==> src/rtl/cam_ctrl_pkg.sv <==
// Shared encodings for the CAM request manager: op codes, response status codes and FSM states.
package cam_ctrl_pkg;

  typedef enum logic [1:0] {
    OP_LOOKUP   = 2'd0,
    OP_INSERT   = 2'd1,
    OP_DELETE   = 2'd2,
    OP_RESERVED = 2'd3
  } op_e;

  typedef enum logic [2:0] {
    STAT_HIT       = 3'd0,
    STAT_INSERTED  = 3'd1,
    STAT_NOT_FOUND = 3'd2,
    STAT_FULL      = 3'd3,
    STAT_BAD_OP    = 3'd4
  } status_e;

  typedef enum logic [2:0] {
    ST_IDLE     = 3'd0,
    ST_WAIT_CAM = 3'd1,
    ST_READ     = 3'd2,
    ST_DECIDE   = 3'd3,
    ST_ISSUE    = 3'd4,
    ST_WAIT_WR  = 3'd5,
    ST_RESP     = 3'd6
  } state_e;

endpackage

==> src/rtl/cam_ctrl_if.sv <==
// Request/response channels between table-management logic and cam_ctrl.
// Both channels are valid/ready: a beat transfers on a clock edge where valid and ready are both 1;
// the sender holds valid and its payload stable until that edge, and ready may depend on nothing the
// sender drives in the same cycle.
interface cam_ctrl_if #(
  parameter int DATA_WIDTH = 64,
  parameter int ADDR_WIDTH = 5
);
  logic                  req_valid;
  logic                  req_ready;
  logic [1:0]            req_op;
  logic [DATA_WIDTH-1:0] req_key;
  logic                  resp_valid;
  logic                  resp_ready;
  logic [2:0]            resp_status;
  logic [ADDR_WIDTH-1:0] resp_addr;

  modport master (
    output req_valid, req_op, req_key, resp_ready,
    input  req_ready, resp_valid, resp_status, resp_addr
  );

  modport slave (
    input  req_valid, req_op, req_key, resp_ready,
    output req_ready, resp_valid, resp_status, resp_addr
  );
endinterface

==> src/rtl/cam_ctrl_pe.sv <==
// Priority encoder: index of the lowest set bit of req, plus a flag saying any bit was set.
module cam_ctrl_pe #(
  parameter int WIDTH = 32,
  parameter int IDX_W = $clog2(WIDTH)
) (
  input  logic [WIDTH-1:0] req,
  output logic [IDX_W-1:0] idx,
  output logic             found
);
  // Scan from the top so the lowest set bit is the last one written.
  always_comb begin
    idx   = '0;
    found = 1'b0;
    for (int i = WIDTH - 1; i >= 0; i--) begin
      if (req[i]) begin
        idx   = IDX_W'(i);
        found = 1'b1;
      end
    end
  end
endmodule

==> src/rtl/cam_ctrl.sv <==
// Request-side manager for a BRAM CAM: handles LOOKUP/INSERT/DELETE by key, allocates slots
// from an occupancy bitmap and sequences the CAM write port. One request in flight at a time.
module cam_ctrl
  import cam_ctrl_pkg::*;
#(
  parameter int DATA_WIDTH = 64,
  parameter int ADDR_WIDTH = 5
) (
  input  logic                  clk,
  input  logic                  rst,
  cam_ctrl_if.slave             bus,
  output logic [ADDR_WIDTH:0]   occupancy,
  output logic                  full,
  output logic [ADDR_WIDTH-1:0] cam_write_addr,
  output logic [DATA_WIDTH-1:0] cam_write_data,
  output logic                  cam_write_delete,
  output logic                  cam_write_enable,
  input  logic                  cam_write_busy,
  output logic [DATA_WIDTH-1:0] cam_compare_data,
  input  logic                  cam_match,
  input  logic [ADDR_WIDTH-1:0] cam_match_addr,
  output state_e                dbg_state
);
  localparam int N = 2 ** ADDR_WIDTH;

  state_e                state_q, state_d;
  op_e                   op_q, op_d;
  logic [DATA_WIDTH-1:0] key_q, key_d;
  logic [ADDR_WIDTH-1:0] addr_q, addr_d;
  status_e               status_q, status_d;
  logic                  del_q, del_d;
  logic [N-1:0]          bitmap_q, bitmap_d;
  logic [ADDR_WIDTH:0]   occ_q, occ_d;
  logic [ADDR_WIDTH-1:0] free_addr;
  logic                  free_found;

  cam_ctrl_pe #(.WIDTH(N), .IDX_W(ADDR_WIDTH)) u_free_pe (
    .req   (~bitmap_q),
    .idx   (free_addr),
    .found (free_found)
  );

  assign full             = ~free_found;
  assign occupancy        = occ_q;
  assign bus.req_ready    = (state_q == ST_IDLE) && !rst;
  assign bus.resp_valid   = (state_q == ST_RESP);
  assign bus.resp_status  = status_q;
  assign bus.resp_addr    = addr_q;
  assign cam_write_enable = (state_q == ST_ISSUE);
  // addr/key/delete registers stay untouched from DECIDE to RESP, so the CAM sees a stable write port.
  assign cam_write_addr   = addr_q;
  assign cam_write_data   = key_q;
  assign cam_write_delete = del_q;
  assign cam_compare_data = key_q;
  assign dbg_state        = state_q;

  always_comb begin
    state_d  = state_q;
    op_d     = op_q;
    key_d    = key_q;
    addr_d   = addr_q;
    status_d = status_q;
    del_d    = del_q;
    bitmap_d = bitmap_q;
    occ_d    = occ_q;
    case (state_q)
      ST_IDLE: begin
        if (bus.req_valid && bus.req_ready) begin
          op_d    = op_e'(bus.req_op);
          key_d   = bus.req_key;
          state_d = ST_WAIT_CAM;
        end
      end
      ST_WAIT_CAM: if (!cam_write_busy) state_d = ST_READ;
      ST_READ:     state_d = ST_DECIDE;
      ST_DECIDE: begin
        addr_d  = '0;
        del_d   = 1'b0;
        state_d = ST_RESP;
        case (op_q)
          OP_LOOKUP: begin
            status_d = cam_match ? STAT_HIT : STAT_NOT_FOUND;
            addr_d   = cam_match ? cam_match_addr : '0;
          end
          OP_INSERT: begin
            if (cam_match) begin
              status_d = STAT_HIT;
              addr_d   = cam_match_addr;
            end else if (full) begin
              status_d = STAT_FULL;
            end else begin
              status_d = STAT_INSERTED;
              addr_d   = free_addr;
              state_d  = ST_ISSUE;
            end
          end
          OP_DELETE: begin
            if (cam_match) begin
              status_d = STAT_HIT;
              addr_d   = cam_match_addr;
              del_d    = 1'b1;
              state_d  = ST_ISSUE;
            end else begin
              status_d = STAT_NOT_FOUND;
            end
          end
          default: status_d = STAT_BAD_OP;
        endcase
      end
      ST_ISSUE: begin
        // Guard on the bitmap bit so occupancy can never wrap.
        if (del_q && bitmap_q[addr_q]) begin
          bitmap_d[addr_q] = 1'b0;
          occ_d            = occ_q - (ADDR_WIDTH + 1)'(1);
        end else if (!del_q && !bitmap_q[addr_q]) begin
          bitmap_d[addr_q] = 1'b1;
          occ_d            = occ_q + (ADDR_WIDTH + 1)'(1);
        end
        state_d = ST_WAIT_WR;
      end
      ST_WAIT_WR: if (!cam_write_busy) state_d = ST_RESP;
      ST_RESP:    if (bus.resp_ready) state_d = ST_IDLE;
      default:    state_d = ST_IDLE;
    endcase
  end

  always_ff @(posedge clk) begin
    if (rst) begin
      state_q  <= ST_IDLE;
      op_q     <= OP_LOOKUP;
      key_q    <= '0;
      addr_q   <= '0;
      status_q <= STAT_HIT;
      del_q    <= 1'b0;
      bitmap_q <= '0;
      occ_q    <= '0;
    end else begin
      state_q  <= state_d;
      op_q     <= op_d;
      key_q    <= key_d;
      addr_q   <= addr_d;
      status_q <= status_d;
      del_q    <= del_d;
      bitmap_q <= bitmap_d;
      occ_q    <= occ_d;
    end
  end
endmodule
==> src/flat_wrapper.sv <==
// flat-port wrapper written by rule: the top's interface ports become plain ports
module cam_ctrl_flat import cam_ctrl_pkg::*;
#(
  parameter int DATA_WIDTH = 64,
  parameter int ADDR_WIDTH = 5
)
  (clk, rst, occupancy, full, cam_write_addr, cam_write_data, cam_write_delete, cam_write_enable, cam_write_busy, cam_compare_data, cam_match, cam_match_addr, dbg_state, bus_req_valid, bus_req_op, bus_req_key, bus_resp_ready, bus_req_ready, bus_resp_valid, bus_resp_status, bus_resp_addr);
  cam_ctrl_if #(.DATA_WIDTH(DATA_WIDTH), .ADDR_WIDTH(ADDR_WIDTH)) bus_i ();
  input  logic clk;
  input  logic rst;
  output logic [ADDR_WIDTH:0] occupancy;
  output logic full;
  output logic [ADDR_WIDTH-1:0] cam_write_addr;
  output logic [DATA_WIDTH-1:0] cam_write_data;
  output logic cam_write_delete;
  output logic cam_write_enable;
  input  logic cam_write_busy;
  output logic [DATA_WIDTH-1:0] cam_compare_data;
  input  logic cam_match;
  input  logic [ADDR_WIDTH-1:0] cam_match_addr;
  output state_e dbg_state;
  input wire logic [$bits(bus_i.req_valid)-1:0] bus_req_valid;
  input wire logic [$bits(bus_i.req_op)-1:0] bus_req_op;
  input wire logic [$bits(bus_i.req_key)-1:0] bus_req_key;
  input wire logic [$bits(bus_i.resp_ready)-1:0] bus_resp_ready;
  output wire logic [$bits(bus_i.req_ready)-1:0] bus_req_ready;
  output wire logic [$bits(bus_i.resp_valid)-1:0] bus_resp_valid;
  output wire logic [$bits(bus_i.resp_status)-1:0] bus_resp_status;
  output wire logic [$bits(bus_i.resp_addr)-1:0] bus_resp_addr;
  assign bus_i.req_valid = bus_req_valid;
  assign bus_i.req_op = bus_req_op;
  assign bus_i.req_key = bus_req_key;
  assign bus_i.resp_ready = bus_resp_ready;
  assign bus_req_ready = bus_i.req_ready;
  assign bus_resp_valid = bus_i.resp_valid;
  assign bus_resp_status = bus_i.resp_status;
  assign bus_resp_addr = bus_i.resp_addr;
  cam_ctrl #(.DATA_WIDTH(DATA_WIDTH), .ADDR_WIDTH(ADDR_WIDTH)) u_core (.clk(clk), .rst(rst), .bus(bus_i), .occupancy(occupancy), .full(full), .cam_write_addr(cam_write_addr), .cam_write_data(cam_write_data), .cam_write_delete(cam_write_delete), .cam_write_enable(cam_write_enable), .cam_write_busy(cam_write_busy), .cam_compare_data(cam_compare_data), .cam_match(cam_match), .cam_match_addr(cam_match_addr), .dbg_state(dbg_state));
endmodule
==> config.mk <==
export PLATFORM = sky130hd
export DESIGN_NAME = cam_ctrl_flat
export DESIGN_NICKNAME = d
export VERILOG_FILES = /design/src/rtl/cam_ctrl_pkg.sv /design/src/rtl/cam_ctrl_if.sv /design/src/rtl/cam_ctrl_pe.sv /design/src/rtl/cam_ctrl.sv /design/src/flat_wrapper.sv
export SDC_FILE = /design/constraint.sdc
export NUM_CORES = 1
export LEC_CHECK = 0
export CORE_MARGIN = 2
export CORE_UTILIZATION = 40
export CTS_BUF_LIST = sky130_fd_sc_hd__clkbuf_2 sky130_fd_sc_hd__clkbuf_4 sky130_fd_sc_hd__clkbuf_8
export CTS_CLUSTER_DIAMETER = 60
export CTS_CLUSTER_SIZE = 16
export DETAILED_ROUTE_END_ITERATION = 12
export GPL_ROUTABILITY_DRIVEN = 1
export PLACE_DENSITY = 0.8
export SYNTH_ARGS = -nofsm -noshare
export SYNTH_HDL_FRONTEND = slang
export SYNTH_SLANG_ARGS = --single-unit
==> constraint.sdc <==
create_clock -name clk -period 8.95 [get_ports clk]
set_input_delay 1.3425 -clock clk [delete_from_list [all_inputs] [get_ports clk]]
set_output_delay 1.3425 -clock clk [all_outputs]
set_load 0.02 [all_outputs]
==> metrics.cfg <==
[run_status]
outcome=completed

[placed_design]
place_congestion=0.8513
hpwl_um=11770
place_area_sq_um=7701
port_buffers=231

[synthesis]
syn_area_sq_um=5873
ys_async_sr_fraction_pct=0
synth_edf_count=0
synthCells=698
synth.distinct_cells=54
postSynthAreaPerCell_sq_um=8.414
ys_ff_latch=116
synth_top_area_share_pct=39.54
synth_area_leaders=dfxtp_1 (40%), nand2_1 (11%), buf_4 (9.5%)
yosysSeqAreaShare_pct=39.54
post-synth-top-area-cell=dfxtp_1
synth_ff_type=dfxtp_1
yosysWarnings=0
synth_nets=785

[route]
wl_per_cell_um=16.26
firstDrtPassIters=5
drt_iter0_drc=411
vias=5439
drc=0
finalWirelength_um=16760
ant_nets=0
viasPerCell=5.275

[sta]
relSlewSlack_pct=32.54
setup_tns_ns=0
max_freq_ghz=0.2335
clock_skew_ns=0.007466
drv_slew=0
min_period_ns=4.282
setup_viol=0
tightest_slew_ns=1.010
grt_setup_unrepaired=no
finalHoldViolations=0
fin_crit_sh_pct=47.84

[final_layout]
area_delta_synth_final_pct=37.11
antennaDiodeCount=0
layout.cells.most_common=clkdlybuf4s50_1
postLayoutCellArea_sq_um=8053
layout.cells.most_common_list=clkdlybuf4s50_1 (230), nand2_1 (167), dfxtp_1 (116), nand3b_1 (64), a21oi_1 (48)
final_nets=922
final_layout_size_suffix_gt1_share_pct=6.494

[setup_path]
cp_slowest_stage_delay_ns=0.72
crit_type=primary input to primary output
critPathSlowestCell=clkdlybuf4s50_1
crit_family=buffers and inverters
cp_cell_sequence=buf_2 -> buf_4 -> nor4_1 -> clkdlybuf4s50_1
arrival_ns=2.94
worstPathRequired_ns=7.61
critPathBufInv=3
end_kind=primary output
startpoint_type=primary input
cp_max_fo=52

[floorplan]
rows=44
start_util_pct=40.72
design.core.area_sq_um=14420
die_y_um=125.2
dieArea_sq_um=15670
die_x_um=125.2
io_pins=232

[clock_tree]
path_clk_slew_ns=0.06
h-tree-depth=4
cts-resized-gates=0
clk_latency_ns=0.43
ctsRootBufferMaster=clkbuf_8
clock-sinks=116
tritoncts=built
cts_buffer_depth=2
cts_buffers=17
cts_setup_buffers=0
cts_hold_buf=0

[power]
power_density_nw_per_um2=158.4
ir_worst_vdd_v=0.00007937
leakage_uw=0.003029
p_total_uw=1276

[run]
maxCapViolCount=0

[global_routing]
grt_pass1_wl_um=26190
grtUsageTotal_pct=20.65
grt_pass1_vias=4863
grt_max_degree=69
grt-ovfl-total=0
antenna_found_initial=0

[min_path]
min-delay-path-class=register to register

-- worst paths after layout --
| path | startpoint | endpoint | slack [ns] | cells past startpoint |
|---|---|---|---|---|
| setup / recovery | rst | bus_req_ready | 4.67 | 4 |
| hold / removal | u_core.bus.resp_status[1] | u_core.bus.resp_status[1] | 0.47 | 2 |
| setup reg to reg | u_core.bus.resp_addr[3] | u_core.occupancy[5] | 4.98 | 12 |
| hold reg to reg | u_core.bus.resp_status[1] | u_core.bus.resp_status[1] | 0.47 | 2 |
-- layout make-up --
class | instances | area [sq um]
fill | 1345 | 6371
multi-input combinational | 451 | 2755
tap | 184 | 230.2
inverter | 13 | 48.80
timing repair buffer | 236 | 2345
clock inverter | 5 | 25.02
clock buffer | 26 | 326.6
sequential | 116 | 2322
-- per-layer routing --
| layer | GRT usage [%] | share of wire [%] | vias up |
|---|---|---|---|
| met4 | 7.059 | 1.4 | 0 |
| met1 | 26.92 | 43 | 2541 |
| met5 | 0 | 0 | - |
| li1 | - | - | 2646 |
| met3 | 4.921 | 7.1 | 17 |
| met2 | 33.66 | 49 | 235 |
-- cell families (layout without fill, tap and decap cells) --
group	after synthesis	after routing	synth area share, %
simple gates	301	301	26.37
buf+inv	131	280	13.61
compound gates	130	130	14.79
flops	116	116	39.54
fa+ha+maj	10	10	2.258
mux	8	8	3.132
xor+xnor	2	2	0.2983
-- report_power, final --
part | leakage (uW) | internal (uW) | switching [uW]
sequential | 0.000945 | 545 | 26.7
clock | 0.000194 | 232 | 202
combinational | 0.00189 | 137 | 133
-- worst register-to-register path, stage by stage (launching register included) --
cell      delay, ns
dfxtp_1        0.57
nor3b_1        0.86
a22oi_1        0.18
nand4_1        0.19
ha_1           0.16
buf_4          0.37
ha_1           0.33
a211oi_1       0.23
nor2_1         0.09
o21a_1         0.18
or3_1          0.32
a311oi_1       0.30
a41o_1         0.12
-- through the flow --
stage                     hold WS, ns  worst slack, ns  util (%)  instances
final                          0.4653            4.668     55.83       1031
after global routing           0.4971            4.561     55.83       1031
after CTS                      0.4643            4.687     55.83       1031
after detailed placement       0.4552            4.693     53.39       1000
after global placement         0.4448            4.794     53.39       1000
after floorplan                0.5058            5.353         -        698
-- cells in the mapped netlist, types with 6 or more instances --
master    count
nand2_1     168
nand3_1       7
a21oi_1      48
nand3b_1     64
nand4_1       9
ha_1          9
nor2_1       16
a311oi_1     34
clkbuf_1     33
buf_2         6
mux4_2        7
dfxtp_1     116
inv_1        13
buf_4        74
o21ai_0      16
Power figures use the tool's default switching activity.
